<file path="src/rtl/wb_lsu_master.sv">
// Load/store unit turning one core memory request into a single Wishbone classic cycle.
// Optional ack-wait abort is enabled by defining WB_LSU_TIMEOUT_EN (limit = TIMEOUT_CYCLES).
module wb_lsu_master #(
    parameter int unsigned TIMEOUT_CYCLES = 255
) (
    input  logic        wb_clk_i,
    input  logic        wb_rst_ni,
    input  logic        req_i,
    input  logic        we_i,
    input  logic [31:0] addr_i,
    input  logic [1:0]  size_i,
    input  logic        unsigned_i,
    input  logic [31:0] wdata_i,
    output logic        busy_o,
    output logic        done_o,
    output logic        err_o,
    output logic [31:0] rdata_o,
    output logic        wb_cyc_o,
    output logic        wb_stb_o,
    output logic [31:0] wb_adr_o,
    output logic        wb_we_o,
    output logic [3:0]  wb_sel_o,
    output logic [31:0] wb_dat_o,
    input  logic [31:0] wb_dat_i,
    input  logic        wb_ack_i,
    input  logic        wb_err_i
);

    typedef enum logic [1:0] {
        ST_IDLE,
        ST_BUS,
        ST_RESP
    } state_t;

    if (TIMEOUT_CYCLES < 1 || TIMEOUT_CYCLES > 65535) begin : g_bad_timeout
        $error("wb_lsu_master: TIMEOUT_CYCLES must be within 1..65535");
    end

    state_t      r_state;
    state_t      w_next;

    logic [1:0]  r_offset;
    logic [1:0]  r_size;
    logic        r_unsigned;
    logic        r_err;
    logic        r_cyc;
    logic        r_stb;
    logic [31:0] r_adr;
    logic        r_we;
    logic [3:0]  r_sel;
    logic [31:0] r_dat;
    logic [31:0] r_rdata;

    logic        w_accept;
    logic        w_misaligned;
    logic        w_timeout;
    logic        w_bus_end;
    logic [3:0]  w_sel;
    logic [31:0] w_wdat;
    logic [31:0] w_shifted;
    logic [31:0] w_rdata;

    assign w_accept  = (r_state == ST_IDLE) && req_i;
    assign w_bus_end = (r_state == ST_BUS) && (wb_ack_i || wb_err_i || w_timeout);

    // Illegal size is folded into the misalignment flag so both skip the bus.
    always_comb begin
        w_misaligned = 1'b0;
        w_sel        = 4'b1111;
        w_wdat       = wdata_i;
        unique case (size_i)
            2'b00: begin
                w_sel  = 4'b0001 << addr_i[1:0];
                w_wdat = {4{wdata_i[7:0]}};
            end
            2'b01: begin
                w_misaligned = addr_i[0];
                w_sel        = 4'b0011 << addr_i[1:0];
                w_wdat       = {2{wdata_i[15:0]}};
            end
            2'b10: begin
                w_misaligned = |addr_i[1:0];
            end
            default: begin
                w_misaligned = 1'b1;
            end
        endcase
    end

    assign w_shifted = wb_dat_i >> {r_offset, 3'b000};

    always_comb begin
        w_rdata = w_shifted;
        unique case (r_size)
            2'b00:   w_rdata = {{24{~r_unsigned & w_shifted[7]}}, w_shifted[7:0]};
            2'b01:   w_rdata = {{16{~r_unsigned & w_shifted[15]}}, w_shifted[15:0]};
            default: w_rdata = w_shifted;
        endcase
    end

`ifdef WB_LSU_TIMEOUT_EN
    logic [15:0] r_wait;

    always_ff @(posedge wb_clk_i or negedge wb_rst_ni) begin
        if (!wb_rst_ni) begin
            r_wait <= '0;
        end else if (r_state != ST_BUS) begin
            r_wait <= '0;
        end else if (!wb_ack_i && !wb_err_i) begin
            r_wait <= r_wait + 16'd1;
        end
    end

    // An ack or err on the expiry edge takes precedence over the abort.
    assign w_timeout = (r_state == ST_BUS) && !wb_ack_i && !wb_err_i &&
                       (r_wait == 16'(TIMEOUT_CYCLES - 1));
`else
    assign w_timeout = 1'b0;
`endif

    always_ff @(posedge wb_clk_i or negedge wb_rst_ni) begin
        if (!wb_rst_ni) begin
            r_state <= ST_IDLE;
        end else begin
            r_state <= w_next;
        end
    end

    always_comb begin
        w_next = r_state;
        unique case (r_state)
            ST_IDLE: begin
                if (req_i) begin
                    w_next = w_misaligned ? ST_RESP : ST_BUS;
                end
            end
            ST_BUS: begin
                if (w_bus_end) begin
                    w_next = ST_RESP;
                end
            end
            ST_RESP: begin
                w_next = ST_IDLE;
            end
            default: begin
                w_next = ST_IDLE;
            end
        endcase
    end

    // Bus outputs stay frozen for the whole BUS phase; only cyc/stb drop at its end.
    always_ff @(posedge wb_clk_i or negedge wb_rst_ni) begin
        if (!wb_rst_ni) begin
            r_offset   <= '0;
            r_size     <= '0;
            r_unsigned <= 1'b0;
            r_err      <= 1'b0;
            r_cyc      <= 1'b0;
            r_stb      <= 1'b0;
            r_adr      <= '0;
            r_we       <= 1'b0;
            r_sel      <= '0;
            r_dat      <= '0;
            r_rdata    <= '0;
        end else begin
            if (w_accept) begin
                r_offset   <= addr_i[1:0];
                r_size     <= size_i;
                r_unsigned <= unsigned_i;
                r_err      <= w_misaligned;
                if (!w_misaligned) begin
                    r_cyc <= 1'b1;
                    r_stb <= 1'b1;
                    r_adr <= {addr_i[31:2], 2'b00};
                    r_we  <= we_i;
                    r_sel <= w_sel;
                    r_dat <= w_wdat;
                end
            end
            if (w_bus_end) begin
                r_cyc <= 1'b0;
                r_stb <= 1'b0;
                if (wb_err_i || w_timeout) begin
                    r_err <= 1'b1;
                end else if (!r_we) begin
                    r_rdata <= w_rdata;
                end
            end
        end
    end

    always_comb begin
        busy_o = 1'b0;
        done_o = 1'b0;
        err_o  = 1'b0;
        unique case (r_state)
            ST_BUS: begin
                busy_o = 1'b1;
            end
            ST_RESP: begin
                busy_o = 1'b1;
                done_o = 1'b1;
                err_o  = r_err;
            end
            default: begin
                busy_o = 1'b0;
            end
        endcase
    end

    assign rdata_o  = r_rdata;
    assign wb_cyc_o = r_cyc;
    assign wb_stb_o = r_stb;
    assign wb_adr_o = r_adr;
    assign wb_we_o  = r_we;
    assign wb_sel_o = r_sel;
    assign wb_dat_o = r_dat;

endmodule
</file>
<file path="config.mk">
export PLATFORM = sky130hd
export DESIGN_NAME = wb_lsu_master
export DESIGN_NICKNAME = d
export VERILOG_FILES = /design/src/rtl/wb_lsu_master.sv
export SDC_FILE = /design/constraint.sdc
export NUM_CORES = 1
export LEC_CHECK = 0
export CORE_MARGIN = 10
export CORE_UTILIZATION = 42
export DETAILED_ROUTE_END_ITERATION = 10
export HOLD_SLACK_MARGIN = 0.05
export MAX_ROUTING_LAYER = met4
export PLACE_DENSITY = 0.81
export SYNTH_ARGS = -nofsm -noshare
export SYNTH_HDL_FRONTEND = slang
export SYNTH_SLANG_ARGS = --single-unit
</file>
<file path="constraint.sdc">
create_clock -name wb_clk_i -period 2.6 [get_ports wb_clk_i]
set_input_delay 0.52 -clock wb_clk_i [delete_from_list [all_inputs] [get_ports wb_clk_i]]
set_output_delay 0.52 -clock wb_clk_i [all_outputs]
set_load 0.02 [all_outputs]
</file>
==> impl_metrics.env <==
export IMPL_cts_hold_buffers=0
export IMPL_maxUsedRoutingLayer="met4"
export IMPL_avgViaCountPerCell=5.44
export IMPL_cpMaxStageDelayCell="or4_1"
export IMPL_max_freq_ghz=0.446
export IMPL_yosysMostFrequentCell="dfrtp_1"
export IMPL_grt_util_all_layers=0.201
export IMPL_met3_length_mm=1.59
export IMPL_clk_pin_slew_ns=0.07
export IMPL_m1WireLength_mm=6.87
export IMPL_max_vdd_ir_drop_v=0.000686
export IMPL_setup_viol=0
export IMPL_yosysWarnings=0
export IMPL_worst_setup_path_start_kind="input pin"
export IMPL_intPower_mw=5.45
export IMPL_crit_path_cell_trace="clkdlybuf4s50_1 -> mux2i_1 -> mux4_2 -> or4_1 -> o311ai_1"
export IMPL_sw_frac_of_total=0.390
export IMPL_cp_arrival_ns=2.49
export IMPL_fin_skew_ns=0.00530
export IMPL_maxCapViolations=0
export IMPL_final_core_util=0.654
export IMPL_p_total_mw=8.94
export IMPL_synth_flop_cell="dfrtp_1"
export IMPL_dp_hpwl_mm=12.9
export IMPL_synth_async_reset_ratio=1.00
export IMPL_syn_instance_count=456
export IMPL_drc=0
export IMPL_cts_tree="built"
export IMPL_synth_edff_count=0
export IMPL_clockRootBuffer="clkbuf_16"
export IMPL_io_pins=211
export IMPL_hold_violations=0
export IMPL_htreeDepth=3
export IMPL_ys_seq_elements=108
export IMPL_powerDensity_nw_per_um2=1180
export IMPL_initial_core_util=0.435
export IMPL_worstSetupPathType="input pin to flop"
export IMPL_layout_nets=765
export IMPL_avgSynthCellArea_um2=11.1
export IMPL_status="finished clean"
export IMPL_crit_path_max_fanout=8
export IMPL_clkLatencyLatePin_ns=0.35
export IMPL_placed_cells=789
export IMPL_place_congestion=0.938
export IMPL_finalNonFillerCells=804
export IMPL_ys_types=38
export IMPL_drive_gt1_frac=0.141
export IMPL_post_drt_wl_per_cell_um=20.8
export IMPL_period_minus_slack_ns=2.24
export IMPL_final_area_um2=7590
export IMPL_wl_mm=16.7
export IMPL_drt_iter0_drc=215
export IMPL_fp_dieW_um=130
export IMPL_tns_ns=0
export IMPL_row_count=39
export IMPL_grt_pass1_wl_mm=25.6
export IMPL_dpl_cell_area_um2=7320
export IMPL_die_y_um=130
export IMPL_port_buffers=208
export IMPL_clock_power_share=0.145
export IMPL_synthTopCellsByCount="108 x dfrtp_1, 74 x o21ai_0, 52 x mux2_2"
export IMPL_cpPeakStageDelay_ns=0.65
export IMPL_power_frac_seq=0.334
export IMPL_antenna_found_initial=0
export IMPL_cts_sinks=108
export IMPL_area_delta_synth_final_pct=50.3
export IMPL_grt_ovfl_total=0
export IMPL_slew_headroom=0.307
export IMPL_cts_resized=0
export IMPL_cts_buffers=9
export IMPL_grt_pass1_vias=4680
export IMPL_p_sw_mw=3.49
export IMPL_grt_max_degree=54
export IMPL_dr_pass1_iters=5
export IMPL_worst_pin_slew_ns=1.03
export IMPL_synth_area_leaders="dfrtp_1 54%, mux2_2 12%, mux2i_1 8.1%"
export IMPL_clockBufferDepth=2
export IMPL_yosysSeqAreaShare=0.535
export IMPL_p_comb_frac=0.521
export IMPL_critPathCaptureType="flop"
export IMPL_vias=4376
export IMPL_cp_data_required_time_ns=2.85
export IMPL_yosysTopAreaCell="dfrtp_1"
export IMPL_slew_violations=0
export IMPL_die_area_um2=16800
export IMPL_min_period_over_period=0.862
export IMPL_grt_setup_unrepaired="false"
export IMPL_antenna_diode_count=0
export IMPL_drtAntennaViolNets=0
export IMPL_coreArea_um2=11600
export IMPL_p_leak_nw=3.22
export IMPL_wl_met2_mm=8.05
export IMPL_synth_top_cell_area_share=0.535
export IMPL_syn_area_um2=5050
export IMPL_hold_class="input pin to async pin"
export IMPL_cts_setup_buffers=0
-- kinds of logic (layout without fill, tap and decap cells) --
kind of cell             Yosys count  count (layout)  share of synthesized area
multiplexers                      94              94                      0.202
flip-flops                       108             108                      0.535
AO/OA/AOI/OAI                    116             116                      0.130
buffers and inverters             40             244                     0.0347
adder cells (fa/ha/maj)            3               3                    0.00743
other                              1               2                   0.000743
AND/OR/NAND/NOR                   94              94                     0.0904
-- critical path: cells and delay by family --
family / cells / cell delay [ns]
multiplexers: 2 / 0.65
AND/OR/NAND/NOR: 1 / 0.65
buffers and inverters: 1 / 0.54
AO/OA/AOI/OAI: 1 / 0.13
-- final cells by class --
type,instances,area [µm²]
well taps,143,179
flip-flops and latches,108,2700
clock inverters,5,36.3
repair buffers,226,2240
multi-input cells,309,2180
clock buffers,10,239
fillers,906,4020
inverters,3,11.3
-- through the flow --
stage | hold slack, ns | setup slack [ns]
floorplan | 0.224 | 0.631
global placement | 0.464 | 0.0631
detailed placement | 0.475 | 0.0178
CTS | 0.200 | 0.335
global route | 0.231 | 0.133
finish | 0.183 | 0.358
-- placed cells by master (no fill, tap or decap), types with 2 or more instances in the layout --
cell / synthesis / final
clkdlybuf4s50_1: 0 / 207
buf_12: 0 / 2
nor2_1: 37 / 36
nand3_1: 14 / 14
clkinv_2: 0 / 2
clkbuf_16: 0 / 9
o21a_1: 2 / 2
conb_1: 1 / 2
clkinv_4: 0 / 2
and2_1: 8 / 8
mux2i_1: 41 / 41
nand2b_1: 3 / 3
nand2_1: 19 / 19
dfrtp_1: 108 / 108
buf_4: 3 / 17
a221o_1: 8 / 8
mux2_2: 52 / 52
o21ai_0: 74 / 74
nor2b_1: 4 / 4
inv_1: 3 / 3
ha_1: 3 / 3
a21oi_1: 24 / 24
or2_2: 2 / 2
-- power groups by stage --
stage / clock network (mW) / registers (mW) / logic [mW]
6_report: 1.30 / 2.98 / 4.66
5_1_grt: 1.40 / 3.08 / 4.96
4_1_cts: 1.34 / 2.99 / 4.71
3_5_place_dp: 0 / 3.01 / 4.69
3_3_place_gp: 0 / 2.96 / 4.61
2_1_floorplan: 0 / 3.83 / 1.51
-- state kept, by name, indices dropped and copies added, names as in the netlist --
name	count
r_size	2
rdata_o	32
wb_we_o	1
r_unsigned	1
r_state	2
wb_stb_o	1
wb_dat_o	32
r_err	1
wb_sel_o	4
wb_adr_o	30
r_offset	2
-- worst paths after layout --
kind / cells past startpoint / slack (ns) / to / from
worst max-delay path: 5 / 0.36 / rdata_o[23] / wb_dat_i[31]
max in group asynchronous: 2 / 1.72 / wb_we_o / wb_rst_ni
worst max register to register: 5 / 0.37 / rdata_o[29] / r_state[1]
worst min-delay path: 1 / 0.18 / rdata_o[0] / wb_rst_ni
min in group wb_clk_i: 2 / 0.49 / rdata_o[6] / rdata_o[6]
worst min register to register: 2 / 0.49 / rdata_o[6] / rdata_o[6]
-- layer usage --
layer | up-vias | global-route usage
met5 | - | -
met4 | 0 | 0.0602
met3 | 18 | 0.0604
met2 | 218 | 0.326
met1 | 2125 | 0.237
li1 | 2015 | -
(Power assumes the default switching activity.)
